## config.mk

```make
export PLATFORM = sky130hd
export DESIGN_NAME = butterfly16_unloader
export DESIGN_NICKNAME = d
export VERILOG_FILES = /design/src/rtl/butterfly16_unloader.sv
export SDC_FILE = /design/constraint.sdc
export NUM_CORES = 1
export LEC_CHECK = 0
export BUFFER_PORTS_ARGS = -buffer_cell sky130_fd_sc_hd__buf_4
export CAP_MARGIN = 25
export CORE_ASPECT_RATIO = 0.5
export CORE_MARGIN = 2
export CORE_UTILIZATION = 51
export CTS_CLUSTER_DIAMETER = 60
export CTS_CLUSTER_SIZE = 8
export DETAILED_ROUTE_END_ITERATION = 7
export PLACE_DENSITY = 0.73
export SLEW_MARGIN = 20
export SYNTH_ARGS = -nofsm -noshare
export SYNTH_HDL_FRONTEND = slang
export SYNTH_SLANG_ARGS = --single-unit
```

## constraint.sdc

```tcl
create_clock -name clk -period 22.6 [get_ports clk]
set_clock_uncertainty 0.1 [all_clocks]
set_input_delay 3.39 -clock clk [delete_from_list [all_inputs] [get_ports clk]]
set_output_delay 3.39 -clock clk [all_outputs]
set_load 0.01 [all_outputs]
```

## src/rtl/butterfly16_unloader.sv

```systemverilog
// Ping-pong frame unloader: accepts 16-sample complex frames in one beat and
// streams them out one sample per cycle, optionally in bit-reversed index order.
module butterfly16_unloader #(
  parameter int BIT_REVERSE = 1
) (
  input  logic         clk,
  input  logic         rst_n,
  input  logic [543:0] frame_in,
  input  logic         frame_valid,
  output logic         frame_ready,
  output logic [33:0]  sample_out,
  output logic [3:0]   sample_idx,
  output logic         sample_valid,
  input  logic         sample_ready,
  output logic         sample_last,
  output logic         busy
);

  logic [543:0] frame_mem [0:1];
  logic [33:0]  samples [0:15];

  logic       wp_reg;
  logic       rp_reg;
  logic [1:0] cnt_reg;
  logic [1:0] cnt_next;
  logic [3:0] pos_reg;

  logic accept;
  logic xfer;
  logic last_xfer;

  // Handshake outputs depend on registered occupancy only.
  assign frame_ready  = (cnt_reg != 2'd2);
  assign sample_valid = (cnt_reg != 2'd0);
  assign busy         = (cnt_reg != 2'd0);
  assign sample_last  = sample_valid && (pos_reg == 4'd15);

  assign accept    = frame_valid && frame_ready;
  assign xfer      = sample_valid && sample_ready;
  assign last_xfer = xfer && (pos_reg == 4'd15);

  always_comb begin
    cnt_next = cnt_reg;
    if (accept && !last_xfer) begin
      cnt_next = cnt_reg + 2'd1;
    end else if (!accept && last_xfer) begin
      cnt_next = cnt_reg - 2'd1;
    end
  end

  always_ff @(posedge clk or negedge rst_n) begin
    if (!rst_n) begin
      cnt_reg <= 2'd0;
      pos_reg <= 4'd0;
      wp_reg  <= 1'b0;
      rp_reg  <= 1'b0;
    end else begin
      cnt_reg <= cnt_next;
      if (accept) begin
        wp_reg <= ~wp_reg;
      end
      if (xfer) begin
        pos_reg <= pos_reg + 4'd1;
      end
      if (last_xfer) begin
        rp_reg <= ~rp_reg;
      end
    end
  end

  // Frame storage carries no reset; wp never equals rp while a frame is being read
  // and a write is possible, so the buffer being streamed is never overwritten.
  always_ff @(posedge clk) begin
    if (accept) begin
      frame_mem[wp_reg] <= frame_in;
    end
  end

  generate
    for (genvar gi = 0; gi < 16; gi++) begin : g_sample
      assign samples[gi] = frame_mem[rp_reg][34*gi +: 34];
    end

    if (BIT_REVERSE != 0) begin : g_rev
      for (genvar gi = 0; gi < 4; gi++) begin : g_bit
        assign sample_idx[gi] = pos_reg[3-gi];
      end
    end else begin : g_nat
      assign sample_idx = pos_reg;
    end
  endgenerate

  assign sample_out = samples[sample_idx];

endmodule
```

; Word-level counts from Yosys, hierarchy flattened
; Memories as Yosys holds them, arrays and structs flattened.
; Cells that the tools add are included.
[word_totals]
ff_bits = 8
ram_bits = 1088
output_inout_bits = 42
word_cells = 31
mem_count = 1
[memory_table]
columns = memory, words, width, rd, rd_clocked_by_memory_dff, wr, line_no
row1 = frame_mem, 2, 544, 1, 0, 1, 19  ; logic [543:0] frame_mem [0:1];
[classes]
n_addsub = 3
magnitude_cmp = 1
eq_ne = 2
muxes = 7
bitwise_logic = 3
n_reduce_logical = 10
[ops]
columns = cell, count
row1 = $bmux 34 s4, 1
row2 = $mux 34, 2
row3 = $logic_and 1x1->1, 6
row4 = $ge 5x5->1 const B, 1
row5 = $not 4->5, 1
row6 = $add 4x1->4 const B, 1
row7 = $eq 4x4->1 const B, 1
row8 = $mux 2, 2
row9 = $reduce_bool 2->1, 2
row10 = $add 2x1->2 const B, 1
row11 = $logic_not 1->1, 2
row12 = $mux 1, 2
row13 = $ne 2x2->1 const B, 1
row14 = $not 1->1, 2
row15 = $sub 2x1->2 const B, 1

; Depth between registers and ports, before layout
[logic_depth]
depth_word = 6
depth_mapped = 8

; Least setup slack after synthesis
; Ideal clock, no wire load.
[synth_path]
kind = input -> register
start = in frame_valid
end = mem frame_mem[0][0], enable pin
arrival_ns = 25.976
path_slack_ns = -4.940
cell_stages = 2
n_path_buf = 0
cell_sequence = nand2_1 > nor2_1
[synth_between]
elab_chain_cells = 3
[synth_lines]
columns = element, line_no
row1 = start: declaration, 9  ; input logic frame_valid,
row2 = $logic_and 1x1->1, 38  ; assign accept = frame_valid && frame_ready;
row3 = $mux 1, 74  ; if (accept) begin
row4 = $mux 1 (not written as such), 75  ; frame_mem[wp_reg] <= frame_in;
row5 = end: declaration, 19
; No other way between the ends.

; Worst setup path after layout
[layout_path]
start = reg rp_reg
end = out sample_out[26]
[layout_between]
elab_chain_cells = 4
[layout_lines]
columns = element, line_no
row1 = start: declaration, 23  ; logic rp_reg;
row2 = start signal: assignment, 66  ; rp_reg <= ~rp_reg;
row3 = $mem_v2 2x544, -
row4 = $bmux 34 s4, 93  ; assign sample_out = samples[sample_idx];
row5 = $mux 34 (not written as such) (2 in series), 93
row6 = end: declaration, 11  ; output logic [33:0] sample_out,
; No other way between the ends. The select of a mux whose other input is x is not followed.

==> metrics.md <==
| Metric | Value |
|---|---|
| Die Wd | 407.1 um |
| Max-Cap Viols | 0 |
| Final net count | 3035 |
| Leakage | 17.65 nW |
| Hold Path Origin | cnt_reg[1] |
| Pin count of the biggest net entering global routing | 178 |
| P_sw | 2.019 mW |
| Clock sinks | 1096 |
| Comb power frac | 27.4% |
| RD Place Congestion | 0.7886 |
| Yosys warns | 0 |
| All-Layer GR Usage | 24.02% |
| CP max stage delay | 0.81 ns |
| First-pass GRT wire length | 145500 um |
| Top Ports | 590 |
| Run status | finished, final reports clean |
| Cts bufs inserted | 154 |
| Relative slew slack | 28.55% |
| Final setup margin | 14.04 ns |
| Final std cells w/o fill | 3625 |
| Dpl ws | 14.74 ns |
| Critical R2R Launch | cnt_reg[0] |
| CTS Hold Bufs | 0 |
| Critical path launch point type | flop |
| Flop pwr share | 43.1% |
| Most Frequent Cell on Critical Path | buf_4 |
| Starting Density | 51.85% |
| CP Capture Type | primary output |
| DIE AREA | 83690 sq um |
| Syn avg cell area | 22.79 sq um |
| Syn Nets | 2368 |
| Via count | 21210 |
| CTS H-tree depth | 4 |
| Worst path bufs/invs | 5 |
| Tcrit/Tclk final | 37.89% |
| Compound-Gate Fraction of Synth Area | 4.076% |
| Fin. max-slew vios | 0 |
| CP max-delay cell | buf_4 |
| Multiplexer share of the synthesized area | 14.39% |
| Clock latency on the worst-skew pair | 0.70 ns |
| Synth unique cells | 34 |
| Post-DP HPWL | 63840 um |
| Hold Path Stages | 1 |
| Final setup viols | 0 |
| Critical Path AT | 5.07 ns |
| Die height | 205.6 um |
| Crit path max-delay family | buffers and inverters |
| Worst-path fanout max | 74 |
| Synth-to-Final Area Change | 23.50% |
| Seq/Total Area, Yosys | 79.32% |
| FMAX | 0.1168 GHz |
| Post-synthesis xor/xnor area fraction | 0.1691% |
| Switch share | 29.46% |
| Cts repair resizes | 0 |
| Core ar. | 79920 sq um |
| R2R depth | 8 |
| Post-Synthesis Cells | 1818 |
| Reg clk slew, reported paths | 0.05 ns |
| CP cell instances | buf_12, buf_16, buf_4, buf_4, mux4_2, a211oi_1, a22oi_1, buf_4 |
| Simple-gate share of the synthesized area | 0.3261% |
| CTS tree | built |
| Flop2flop setup slack | 18.10 ns |
| Hold/Removal Path Class | reg -> reg |
| Grt ovf | 0 |
| Internal cell power | 4.834 mW |
| Post-DRT Antenna Nets | 0 |
| Power density over the cells | 133.9 nW/um^2 |
| Worst slew pin tran | 1.072 ns |
| DR iter-0 viols | 1954 |
| Reg2reg end | frame_mem[0][300] |
| CTS max path bufs | 3 |
| Routed len/inst | 28.06 um |
| Mapped Area | 41440 sq um |
| WS Path Type | reg -> out |
| Min cycle time layout | 8.563 ns |
| Setup TNS | 0 ns |
| Initial antenna violation count | 28 |
| Share of post-route cells with drive strength above 1 | 39.90% |
| Clock network power share | 29.5% |
| Port Buffer Count | 589 |
| CP required | 19.11 ns |
| Remaining DRCs | 0 |
| Main combinational cell family by area after synthesis | multiplexers |
| Post-Route WL | 101700 um |
| Hold Fails Final Rpt | 0 |
| Vias in the first global route | 22410 |
| Post-Route Utilization | 64.04% |
| Postcts setup bufs | 0 |
| Row cnt | 73 |
| Hold endpoint | cnt_reg[1] |
| First drt pass iteration count | 5 |
| DP Cell Count | 3413 |
| Post-DR vias/cell | 5.852 |
| Max FFs per register | 1088 |
| Adder-cell share of the synthesized area | 0.06038% |
| Worst VDD drop | 0.1132 mV |
| RSZ-0062 raised after global routing | false |
| Root Driver | clkbuf_16 |
| Synthesis-stage register bit count | 1096 |
[layout make-up]
type | instances | area, sq um
Sequential cell | 1096 | 32890
Fill cell | 5322 | 28740
Multi-Input combinational cell | 611 | 7931
Timing Repair Buffer | 621 | 4805
Clock buffer | 173 | 4031
Tap cell | 1087 | 1360
Clock inverter | 7 | 87.58
Antenna cell | 29 | 72.57
Inverter | 1 | 3.754
[through the flow]
step                hold slack, ns  instance area, sq um  power, mW
finish                      0.4030                 51180      6.853
floorplan                   0.3564                 41440      4.474
global route                0.4319                 51180      7.128
global placement            0.3743                 46860      4.816
detailed placement          0.3964                 46910      4.866
CTS                         0.4032                 51030      6.900
[layer usage]
metal / routed length [um] / vias to the layer above / global-route usage (%)
li1: - / 9162 / -
met5: 0 / - / 0
met4: 3162 / 0 / 10.46
met1: 37350 / 11130 / 28.98
met3: 5331 / 167 / 4.870
met2: 55880 / 760 / 42.40
[cell usage after synthesis]
cell / n / area, sq um
a2bb2oi_1: 1 / 8.760
clkbuf_1: 38 / 142.6
and4_1: 1 / 8.760
and3_1: 1 / 6.260
a22oi_1: 101 / 758.2
buf_1: 10 / 37.54
nor4_1: 2 / 12.51
and2_1: 1 / 6.260
nand3_1: 3 / 15.01
nor2b_1: 3 / 18.77
o22ai_1: 33 / 206.5
and3b_1: 1 / 8.760
dfrtp_1: 8 / 200.2
mux2_2: 1 / 11.26
mux4_2: 203 / 4572
buf_4: 9 / 67.56
a21oi_1: 34 / 170.2
nor3b_1: 1 / 7.510
or2_1: 1 / 6.260
xor2_1: 3 / 26.28
xnor2_1: 5 / 43.79
edfxtp_1: 1088 / 32670
o221ai_1: 34 / 297.8
buf_2: 26 / 130.1
a211oi_1: 33 / 247.7
ha_1: 2 / 25.02
buf_6: 27 / 304.0
inv_1: 1 / 3.750
nand3b_1: 1 / 7.510
nor2_1: 3 / 11.26
mux2i_1: 138 / 1381
nand2_1: 2 / 7.510
nand2b_1: 1 / 6.260
nand4_1: 2 / 12.51
[power groups by stage]
stage	Sequential [mW]	Combinational [mW]	Clock, mW
after floorplan	3.18	1.29	0
after global placement	2.97	1.85	0
after detailed placement	2.99	1.88	0
after CTS	2.96	1.89	2.05
after global routing	2.99	2.00	2.14
final	2.95	1.88	2.02
[how the worst max path moves through the flow]
stage                      from         endpoint  slack, ns  depth (start not counted)
CTS                      rp_reg   sample_out[26]      13.95                          7
finish                   rp_reg   sample_out[26]      14.04                          8
global placement         rp_reg   sample_out[26]      14.71                          7
detailed placement       rp_reg   sample_out[25]      14.74                          7
floorplan           frame_valid  frame_mem[0][0]       4.30                          2
global route             rp_reg   sample_out[26]      13.58                          8
[placed cells by master, fill, tap and decap left out, types with 2 or more instances in the layout]
| master | count |
|---|---|
| buf_4 | 612 |
| diode_2 | 29 |
| clkbuf_1 | 14 |
| buf_12 | 5 |
| nand4_1 | 2 |
| nor2b_4 | 2 |
| ha_1 | 2 |
| buf_16 | 4 |
| a211oi_1 | 33 |
| clkbuf_16 | 159 |
| a22oi_1 | 101 |
| edfxtp_1 | 1088 |
| nand3_1 | 2 |
| o22ai_1 | 33 |
| inv_6 | 4 |
| nand2_1 | 2 |
| nor4_1 | 2 |
| o221ai_1 | 34 |
| a21oi_1 | 34 |
| mux4_2 | 203 |
| dfrtp_4 | 4 |
| nor2_4 | 2 |
| clkinv_8 | 2 |
| xor2_1 | 3 |
| dfrtp_1 | 4 |
| xnor2_1 | 5 |
| mux2i_1 | 138 |
[cell families after synthesis]
| logic type | after synthesis |
|---|---|
| multiplexers | 342 |
| buffers and inverters | 111 |
| adder cells (fa/ha/maj) | 2 |
| AO/OA/AOI/OAI | 236 |
| XOR/XNOR | 8 |
| AND/OR/NAND/NOR | 23 |
| flip-flops | 1096 |
(Power assumes the default switching activity.)
